<file path="src/rtl/fp32_pkg.sv">
// fp32_pkg: binary32 format constants, operand struct, divider FSM states and unpack helper
package fp32_pkg;
  localparam int EXP_W = 8;
  localparam int FRAC_W = 23;
  localparam int BIAS = 127;
  localparam int QBITS = 26;
  typedef struct packed {
    logic sign;
    logic [EXP_W-1:0] exp;
    logic [FRAC_W:0] mant;
  } fp32_t;
  typedef enum logic [1:0] {LOAD, DIV, ROUND, DONE} state_t;
  function automatic fp32_t unpack(input logic [31:0] x);
    return '{sign: x[31], exp: x[30:23], mant: {1'b1, x[22:0]}};
  endfunction
endpackage

</file>
<file path="src/rtl/chiabonus_mant_div.sv">
// chiabonus_mant_div: bit-serial restoring mantissa divider, 26 quotient bits; ports clk/rst, start loads ma/mb, q/sticky result, done marks the final iteration
module chiabonus_mant_div
  import fp32_pkg::*;
(
  input  logic              clk,
  input  logic              rst,
  input  logic              start,
  input  logic [FRAC_W:0]   ma,
  input  logic [FRAC_W:0]   mb,
  output logic [QBITS-1:0]  q,
  output logic              sticky,
  output logic              done
);
  logic [FRAC_W+1:0] rem, nrem;
  logic [FRAC_W:0] d;
  logic [FRAC_W+2:0] diff;
  logic [4:0] cnt;
  logic ge;
  always_comb begin
    diff = {1'b0, rem} - {2'b0, d};
    ge = ~diff[FRAC_W+2];
    nrem = ge ? diff[FRAC_W+1:0] : rem;
  end
  always_ff @(posedge clk) begin
    if (rst) begin
      rem <= '0;
      d <= '0;
      q <= '0;
      cnt <= '0;
    end else if (start) begin
      rem <= {1'b0, ma};
      d <= mb;
      q <= '0;
      cnt <= 5'(QBITS);
    end else if (cnt != 0) begin
      rem <= nrem << 1;
      q <= {q[QBITS-2:0], ge};
      cnt <= cnt - 5'd1;
    end
  end
  assign sticky = |rem;
  // high during the last step so the caller can leave DIV with q complete on the next edge
  assign done = cnt == 5'd1;
endmodule

</file>
<file path="src/rtl/chiabonus.sv">
// chiabonus: multi-cycle binary32 divider out = A / B with RNE rounding; ports clk/rst, A/B operands, registered out/underflow/overflow
module chiabonus
  import fp32_pkg::*;
(
  input  logic        clk,
  input  logic        rst,
  input  logic [31:0] A,
  input  logic [31:0] B,
  output logic [31:0] out,
  output logic        underflow,
  output logic        overflow
);
  state_t state, nstate;
  fp32_t ua, ub;
  logic [31:0] la, lb, res, res_c;
  logic [9:0] e, en;
  logic [QBITS-1:0] q;
  logic [FRAC_W-1:0] f, fr;
  logic sign, changed, load, sticky, dv_done, g, rb, up, c, of_c, uf_c, res_uf, res_of;
  always_comb begin
    ua = unpack(A);
    ub = unpack(B);
    changed = (A != la) || (B != lb);
    // an operand change restarts at once: this cycle acts as LOAD
    load = (state == LOAD) || changed;
    nstate = load ? DIV : state == DIV ? (dv_done ? ROUND : DIV) : state == ROUND ? DONE : LOAD;
    f = q[QBITS-1] ? q[24:2] : q[23:1];
    g = q[QBITS-1] ? q[1] : q[0];
    rb = q[QBITS-1] & q[0];
    up = g & (rb | sticky | f[0]);
    {c, fr} = {1'b0, f} + {{FRAC_W{1'b0}}, up};
    en = e + {9'b0, c} - {9'b0, ~q[QBITS-1]};
    of_c = $signed(en) > 10'sd254;
    uf_c = $signed(en) < 10'sd1;
    res_c = of_c ? {sign, 8'hFF, 23'h0} : uf_c ? {sign, 31'h0} : {sign, en[7:0], fr};
  end
  chiabonus_mant_div u_div (
    .clk(clk), .rst(rst), .start(load), .ma(ua.mant), .mb(ub.mant),
    .q(q), .sticky(sticky), .done(dv_done)
  );
  always_ff @(posedge clk) begin
    if (rst) begin
      state <= LOAD;
      la <= '0;
      lb <= '0;
      sign <= 1'b0;
      e <= '0;
      res <= '0;
      res_uf <= 1'b0;
      res_of <= 1'b0;
      out <= '0;
      underflow <= 1'b0;
      overflow <= 1'b0;
    end else begin
      state <= nstate;
      if (load) begin
        la <= A;
        lb <= B;
        sign <= ua.sign ^ ub.sign;
        e <= {2'b0, ua.exp} - {2'b0, ub.exp} + 10'(BIAS);
      end
      if (state == ROUND) begin
        res <= res_c;
        res_uf <= uf_c;
        res_of <= of_c;
      end
      // a result for operands that just changed is stale and is dropped
      if (state == DONE && !changed) begin
        out <= res;
        underflow <= res_uf;
        overflow <= res_of;
      end
    end
  end
endmodule

</file>
<file path="config.mk">
export PLATFORM = sky130hd
export DESIGN_NAME = chiabonus
export DESIGN_NICKNAME = d
export VERILOG_FILES = /design/src/rtl/fp32_pkg.sv /design/src/rtl/chiabonus_mant_div.sv /design/src/rtl/chiabonus.sv
export SDC_FILE = /design/constraint.sdc
export NUM_CORES = 1
export LEC_CHECK = 0
export ABC_AREA = 0
export CORE_MARGIN = 5
export CORE_UTILIZATION = 40
export CTS_CLUSTER_SIZE = 40
export DETAILED_ROUTE_END_ITERATION = 7
export DONT_BUFFER_PORTS = 1
export PLACE_DENSITY = 0.58
export SLEW_MARGIN = 0
export SYNTH_ARGS = -nofsm -noshare
export SYNTH_HDL_FRONTEND = slang
export SYNTH_SLANG_ARGS = --single-unit
</file>
<file path="constraint.sdc">
create_clock -name clk -period 4.5 [get_ports clk]
set_input_delay 0 -clock clk [delete_from_list [all_inputs] [get_ports clk]]
set_output_delay 0 -clock clk [all_outputs]
set_load 0.01 [all_outputs]
</file>
* Yosys cells after proc, flatten, opt, wreduce, memory -nomap -nowiden
Index checks and enable logic that the tools add are counted.
** Storage, ports and cells
- Word-level logic and storage cells :: 62
- Input port bits :: 66
- Output and inout bits :: 34
- Flip-flop bits (word level) :: 225
** Cells by class
- Mux-type cells :: 13
- Add/sub/neg operators :: 7
- Reductions and logical operators :: 9
- Equality and inequality tests :: 6
- Order comparisons :: 2
- Bitwise logic cells :: 7
** Operators by type and width (number)
- two-way mux 24 bit :: 3
- != test 32 bit :: 2
- two-way mux 31 bit :: 2
- subtractor 25 x 24 -> 26 bit :: 1
- OR reduction 25 bit :: 1
- adder 23 x 1 -> 24 bit :: 1
- two-way mux 23 bit :: 1
- adder 10 x 1 -> 10 bit :: 1
- adder 9 x 8 -> 10 bit (second input constant) :: 1
- > comparator 10 x 9 -> 1 bit (second input constant) :: 1
- < comparator 10 x 2 -> 1 bit (second input constant) :: 1
- two-way mux 5 bit :: 2
- subtractor 10 x 1 -> 10 bit :: 1
- subtractor 8 x 8 -> 9 bit :: 1
- two-way mux 2 bit :: 3
- equality test 5 x 1 -> 1 bit (second input constant) :: 1
- nonzero test 5 bit :: 1
- subtractor 5 x 1 -> 5 bit (second input constant) :: 1
- equality test 2 bit (second input constant) :: 2
- bitwise AND 1 bit :: 2
- equality test 2 x 1 -> 1 bit (second input constant) :: 1
- zero test 2 bit :: 1
- logical OR 1 bit :: 2
- two-way mux 1 bit :: 2
- 7 further kinds :: 9

* Logic depth before layout (Yosys ltp)
Gate-level depths: netlist (run 1).
- Word-level depth :: 10
- Depth in mapped cells :: 18
- Gate-level depth less buffers :: 16

* Modules after synthesis
From an unflattened synthesis (run 1), not the netlist that was laid out.
** Unflattened totals
- Cells, all modules :: 1352
- Area total of the unflattened synthesis :: 11911.4 µm²
** Modules (own cells, without submodules)
- chiabonus :: instances 1, cells each 770, area each 7218.2 µm², sequential area each 2902.8 µm²
- chiabonus_mant_div :: instances 1, cells each 582, area each 4693.3 µm², sequential area each 1601.5 µm²

* Worst setup path after synthesis (run 1)
OpenSTA, ideal clock, no wires.
- Path kind :: reg-to-reg
- Start :: reg u_div.q[25]
- End :: reg res[10]
- Buffers on the path :: 2
- Period minus slack after synthesis :: 4.013 ns
- Arrival :: 3.896 ns
- Setup time :: 0.117 ns
- Cell stages (with the launch flop) :: 19
- Required time :: 4.383 ns
- Slack :: 0.487 ns
- Cell sequence :: dfxtp_1 buf_2 nand2b_1 a2111o_1 nor4_1 and2b_1 inv_1 nor3_1 ha_1 fa_1 a21oi_1 o211ai_1 o41ai_2 xnor2_1 or2_2 nor4_2 nor4_2 buf_2 a32o_1
** Between the ends
- Cells in the longest elaborated chain, start to end :: 10
** Ends and longest elaborated chain
- start, declared :: RTL line chiabonus_mant_div.sv:10 : output logic [QBITS-1:0] q,
- start signal, assigned :: RTL line chiabonus_mant_div.sv:37 : q <= {q[QBITS-2:0], ge};
- bitwise AND 1 bit :: RTL line chiabonus.sv:29 : rb = q[QBITS-1] & q[0];
- OR 1 bit (2 in a row) :: RTL line chiabonus.sv:30 : up = g & (rb | sticky | f[0]);
- bitwise AND 1 bit :: RTL line chiabonus.sv:30
- adder 23 x 1 -> 24 bit :: RTL line chiabonus.sv:31 : {c, fr} = {1'b0, f} + {{FRAC_W{1'b0}}, up};
- adder 10 x 1 -> 10 bit :: RTL line chiabonus.sv:32 : en = e + {9'b0, c} - {9'b0, ~q[QBITS-1]};
- subtractor 10 x 1 -> 10 bit :: RTL line chiabonus.sv:32
- < comparator 10 x 2 -> 1 bit :: RTL line chiabonus.sv:34 : uf_c = $signed(en) < 10'sd1;
- two-way mux 31 bit :: RTL line chiabonus.sv:35 : res_c = of_c ? {sign, 8'hFF, 23'h0} : uf_c ? {sign, 31'h0} : {sign, en[7:0], fr};
- two-way mux 31 bit * :: RTL line chiabonus.sv:35
- end signal, assigned :: RTL line chiabonus.sv:63 : res <= res_c;
- end, declared :: RTL line chiabonus.sv:15 : logic [31:0] la, lb, res, res_c;
Every way passes the cells marked *; elsewhere a longest branch is shown, timed or not.
A chain may end at the register's enable or synchronous reset.

* Final worst setup path (run 1)
- Start :: reg u_div.q[25]
- End :: reg res[5]
The elaborated chain is that of the path after synthesis.

==> flow_metrics.py, run 1 <==
metrics = {
    "status": {
        "status": "completed",
    },
    "synthesis": {
        "synth_area_leaders": "dfxtp_1, xor2_1, ha_1, a21oi_1, nor2_1",
        "ys_types": 71,
        "syn_inst": 1271,
        "syn_nets": 1387,
        "synth-async-reset-ratio": 0,
        "synth_edf_count": 0,
        "synth.avg_cell_area_sq_um": 8.51,
        "synth-seq-cells": 202,
        "synth-main-ff-cell": "dfxtp_1",
        "ys_warn_count": 0,
        "synth_top_area_share": 0.374,
        "ys_seq_area_frac": 0.374,
        "synth_area_sq_mm": 0.0108,
        "synth_top_cell_by_area": "dfxtp_1",
    },
    "sta": {
        "period_share": 0.923,
        "slew_viol_final": 0,
        "slew-limit-headroom": 0.332,
        "finalSetupViolCount": 0,
        "fin_skew_ns": 0.0113,
        "fin_crit_ns": 4.16,
        "rsz0062_at_grt": "false",
        "tightestPinTransition_ns": 1.00,
        "max_freq_ghz": 0.241,
        "finalSetupTns_ns": 0,
        "hold_viol": 0,
        "setup_slack_ns": 0.345,
    },
    "placement": {
        "portBuffers": 0,
        "place_hpwl_um": 20700,
        "post-place-ws_ns": 0.348,
        "routabilityCongestion": 0.891,
    },
    "global_routing": {
        "grt_max_degree": 148,
        "grt_util_all_layers": 0.191,
        "antenna_found_initial": 0,
        "grt_pass1_wl_um": 48100,
        "grt_pass1_vias": 8948,
        "grt_remaining_overflow": 0,
    },
    "route": {
        "drtAntennaViolNets": 0,
        "routed_via_density": 5.45,
        "routed_wl_um": 29600,
        "drtIter0Drc": 563,
        "drcViolationCount": 0,
        "vias": 9129,
        "drt_pre_antenna_iters": 5,
        "wl_per_cell_um": 17.7,
    },
    "floorplanning": {
        "die_x_um": 174,
        "core_area_sq_mm": 0.0268,
        "die_area_sq_mm": 0.0304,
        "start_util": 0.404,
        "pin_count": 100,
        "dieHeight_um": 174,
        "row_count": 60,
    },
    "critical_path": {
        "end_kind": "register",
        "crit_slowest_cell": "fa_1",
        "startpoint_type": "register",
        "worstPathArrival_ns": 4.56,
        "r2r-start": "u_div.q[25]",
        "path_max_fanout": 23,
        "worstReg2RegEnd": "res[5]",
        "reg2reg_slack_ns": 0.34,
        "crit_required_ns": 4.90,
        "startpoint": "u_div.q[25]",
        "crit_path_max_incr_delay_ns": 0.40,
        "worstPathCellList": "buf_4 -> mux2_2 -> nand3_1 -> nor4_2 -> and2b_1 -> inv_1 -> nor3_1 -> ha_1 -> fa_1 -> a21oi_1 -> o211ai_1 -> o41ai_2 -> xnor2_1 -> or2_2 -> nor4_2 -> nor4_4 -> buf_4 -> a32o_1",
        "reg2regPathDepth": 18,
        "path_class": "register to register",
    },
    "power_and_ir_drop": {
        "p_leak_nw": 5.17,
        "p_per_area_mw_per_mm2": 372,
        "power.switching_mw": 1.30,
        "internal_power_mw": 3.41,
        "swShare": 0.276,
        "pwr-share-comb": 0.183,
        "irDropWorstVdd_uv": 344,
        "p_clk_frac": 0.415,
        "p_seq_frac": 0.402,
    },
    "clock_tree": {
        "cts_setup_buffers": 0,
        "cts_root_buffer": "clkbuf_16",
        "cts_made_buffers": 23,
        "clockBufferDepth": 3,
        "htree_levels": 1,
        "clock-sinks": 202,
        "path_clk_slew_ns": 0.06,
        "clk_latency_ns": 0.51,
        "cts_tree": "built",
    },
    "layout": {
        "layout_commonest_cell": "dfxtp_1",
        "syn2layout_area_growth_pct": 17.0,
        "diodes": 0,
        "nNetsFinal": 1433,
        "final_cell_mix": "dfxtp_1, nor2_1, nand2_1",
        "drive_gt1_frac": 0.0735,
    },
    "hold_path": {
        "hold_depth": 5,
        "hp-class": "input port to register",
        "holdPathEnd": "u_div.rem[3]",
        "hold_start": "B[23]",
    },
    "job": {
        "drv_cap": 0,
    },
}
flip-flops by register name (all words and copies together), names as in the netlist, 2 cells and up:
register,flops
la,32
u_div.cnt,5
lb,32
res,32
u_div.rem,25
state,2
out,32
e,10
u_div.q,26
cells by family after synthesis:
family          after synthesis  share of synthesized area
compound gates              288                      0.186
mux                          43                     0.0402
fa+ha+maj                    50                     0.0599
flops                       202                      0.374
simple gates                431                      0.195
xor+xnor                    117                     0.0947
buf+inv                     140                     0.0506
per-stage QoR:
step	power [mW]	instances	instance area (sq um)	hold slack (ns)	util
2_1_floorplan	2.54	1271	10800	0.128	-
3_3_place_gp	2.69	1565	11200	0.0844	0.416
3_5_place_dp	2.70	1565	11200	0.0858	0.416
4_1_cts	4.75	1675	12700	0.0765	0.472
5_1_grt	4.93	1675	12700	0.122	0.472
6_report	4.71	1675	12700	0.101	0.472
Yosys cell counts, types with 13 or more instances:
cell      number
a211oi_1      24
a21o_1        14
a21oi_1      101
a22o_1        13
clkbuf_1      49
dfxtp_1      202
ha_1          47
inv_1         70
mux2i_1       39
nand2_1      107
nand3_1       25
nand4_1       14
nor2_1       119
nor2b_1       64
nor3_1        25
nor4_1        21
o21ai_0       30
xnor2_1       49
xor2_1        68
worst max-delay path: cells and delay by family (launching register included):
| kind | cells | cell delay [ns] |
|---|---|---|
| buf+inv | 3 | 0.55 |
| xor+xnor | 1 | 0.12 |
| fa+ha+maj | 2 | 0.61 |
| flops | 1 | 0.34 |
| mux | 1 | 0.35 |
| simple gates | 7 | 1.20 |
| compound gates | 4 | 0.86 |
worst max-delay path by stage:
stage | endpoint
after floorplan | res[10]
after global placement | res[5]
after detailed placement | res[5]
after CTS | res[5]
after global routing | res[5]
final | res[5]
layer usage:
| metal | GRT usage | wire (um) | share of wire |
|---|---|---|---|
| met3 | 0.0376 | 1700 | 0.057 |
| met2 | 0.301 | 13200 | 0.45 |
| met5 | 0 | 0 | 0 |
| met1 | 0.258 | 13500 | 0.45 |
| met4 | 0.0746 | 1220 | 0.041 |
power groups by stage:
stage / Clock [mW] / Combinational, mW / Sequential (mW)
finish: 1.95 / 0.862 / 1.89
global route: 2.08 / 0.951 / 1.90
CTS: 2.00 / 0.855 / 1.89
detailed placement: 0 / 0.772 / 1.93
global placement: 0 / 0.764 / 1.93
floorplan: 0 / 0.626 / 1.92
timing repair:
| action | in CTS | in global routing |
|---|---|---|
| setup endpoints to repair | 0 | 10 |
| hold buffers | 68 | 0 |
| gates resized for setup | 0 | 1 |
| endpoints found under the hold margin | 172 | 0 |
area by class of cell:
class | instances | area, sq um
multi-input cells | 929 | 6260
clock buffers | 31 | 646
clock inverters | 11 | 151
well taps | 341 | 427
fillers | 2553 | 14100
repair buffers | 90 | 863
flip-flops and latches | 202 | 4050
inverters | 71 | 267
No activity file was read; power rests on OpenSTA's default activity.
==> inputs of run 2 (changes only) <==
- REMOVE_ABC_BUFFERS: unset -> 1
- clock period: 4.5 -> 3.9 ns (I/O delays scaled with it)
==> flow_metrics.py, run 2 (synthesized netlist as in run 1, its figures left out) <==
metrics = {
    "status": {
        "status": "completed",
    },
    "route": {
        "routed_wl_um": 31600,
        "routed_via_density": 5.31,
        "vias": 9656,
        "drtAntennaViolNets": 0,
        "drcViolationCount": 0,
        "wl_per_cell_um": 17.4,
        "drtIter0Drc": 528,
        "drt_pre_antenna_iters": 5,
    },
    "layout": {
        "multiInputGateArea_sq_mm": 0.00636,
        "nFillCells": 2498,
        "nNetsFinal": 1576,
        "drive_gt1_frac": 0.114,
        "syn2layout_area_growth_pct": 29.7,
        "seq_area_sq_mm": 0.00405,
        "diodes": 0,
        "layout_commonest_cell": "dfxtp_1",
        "final_cell_mix": "dfxtp_1, dlygate4sd3_1, nor2_1",
    },
    "sta": {
        "hold_viol": 0,
        "holdWs_ns": 0.0411,
        "fin_crit_ns": 3.87,
        "slew_viol_final": 0,
        "period_share": 0.993,
        "fin_skew_ns": 0.0276,
        "slew-limit-headroom": 0.294,
        "rsz0062_at_grt": "true",
        "tightestPinTransition_ns": 1.06,
        "max_freq_ghz": 0.258,
        "finalSetupViolCount": 0,
    },
    "global_routing": {
        "grt_pass1_wl_um": 51300,
        "grt_use_met3": 0.0413,
        "use_met1": 0.263,
        "gr-usage-met2": 0.344,
        "busiest_layer": "met2",
        "antenna_found_initial": 0,
        "grt_max_degree": 116,
        "grt_util_all_layers": 0.203,
        "grt_pass1_vias": 9739,
        "grt_remaining_overflow": 0,
    },
    "clock_tree": {
        "cts_root_buffer": "clkbuf_16",
        "cts_made_buffers": 23,
        "cts_tree": "built",
        "htree_levels": 1,
        "clock-sinks": 202,
        "path_clk_slew_ns": 0.06,
        "clockBufferDepth": 3,
        "clk_latency_ns": 0.53,
    },
    "floorplanning": {
        "core_area_sq_mm": 0.0268,
        "start_util": 0.404,
        "die_area_sq_mm": 0.0304,
        "pin_count": 100,
        "dieHeight_um": 174,
        "die_x_um": 174,
        "row_count": 60,
    },
    "power_and_ir_drop": {
        "finalPower_mw": 5.40,
        "p_leak_nw": 6.05,
        "p_per_area_mw_per_mm2": 385,
        "irDropWorstVdd_uv": 349,
    },
    "placement": {
        "place_hpwl_um": 20900,
        "routabilityCongestion": 0.898,
        "portBuffers": 0,
    },
    "critical_path": {
        "cp_common_cell": "buf_4",
        "worstPathCellList": "nand2b_4 -> a2111o_1 -> nor4_4 -> and2b_1 -> inv_2 -> nor3_4 -> ha_4 -> buf_4 -> buf_4 -> a21oi_1 -> o211ai_1 -> o41ai_1 -> buf_4 -> xnor2_2 -> nor4_4 -> buf_4 -> nor4_4 -> buf_4 -> buf_8 -> a32o_1",
        "crit_path_max_incr_delay_ns": 0.43,
        "path_class": "register to register",
        "worstPathArrival_ns": 4.29,
        "end_kind": "register",
        "crit_slowest_cell": "a2111o_1",
        "startpoint_type": "register",
        "path_max_fanout": 6,
        "crit_required_ns": 4.32,
    },
    "hold_path": {
        "hp-class": "input port to register",
    },
    "job": {
        "drv_cap": 0,
    },
}
==> run 2: changes by cell type in the layout (fill, tap and decap cells not counted), sizes merged <==
| cell | previous run | this run |
|---|---|---|
| bufbuf | 0 | 1 |
| buf | 23 | 79 |
| dlygate4sd3 | 67 | 153 |
| bufinv | 3 | 1 |
| clkbuf | 31 | 33 |
| clkinvlp | 1 | 2 |
| inv | 72 | 71 |
| clkinv | 6 | 5 |
==> run 2: path summary, 6_finish.rpt <==
path | startpoint | end | slack (ns) | cells past startpoint
min | rst | u_div.rem[22] | 0.04 | 3
max | u_div.q[25] | res[16] | 0.03 | 20
max reg2reg | u_div.q[25] | res[16] | 0.03 | 20
min reg2reg | res[25] | res[25] | 0.46 | 2
==> run 2: metal layers <==
layer	up-vias	wire length, um
li1	4839	-
met1	4552	14200
met2	207	14900
met3	58	1650
met4	0	879
met5	-	0
==> run 2: cell type report <==
type / count / share of cell area
clock inverter: 8 / 0.00526
timing repair buffer: 233 / 0.157
tap: 341 / 0.0304
inverter: 71 / 0.0190
clock buffer: 33 / 0.0465
multi-input combinational: 929 / 0.453
sequential: 202 / 0.288
==> run 2: through the flow <==
step                      utilization  setup WS [ns]  setup TNS [ns]  instance area [sq um]  instances
after global placement          0.428         -0.239           -4.41                  11500       1606
after floorplan                     -          -1.50          -38.30                  10500       1202
after global routing            0.524         -0.199           -3.38                  14000       1817
final                           0.524         0.0263               0                  14000       1817
after CTS                       0.524        -0.0813          -0.563                  14000       1816
after detailed placement        0.428         -0.335           -6.62                  11500       1606
==> run 2: repair_timing <==
action	4_1_cts	5_1_grt
gates cloned	3	0
setup endpoints to repair	24	30
pin swaps	16	7
resized for setup	26	11
hold endpoints to repair	172	1
setup buffers	14	4
hold buffers	154	1
==> run 2: power by group <==
part	internal (mW)	switching, mW
logic	0.538	0.573
clock network	1.23	0.878
registers	2.13	0.0519
==> run 2: worst max-delay path, delay by kind of cell (launching register included) <==
family	cells	cell delay, ns
AOI/OAI and AO/OA	5	1.11
and+or+nand+nor	6	1.10
buffers and inverters	7	0.84
DFF	1	0.36
adders and majority gates	1	0.19
xor gates and xnor gates	1	0.16
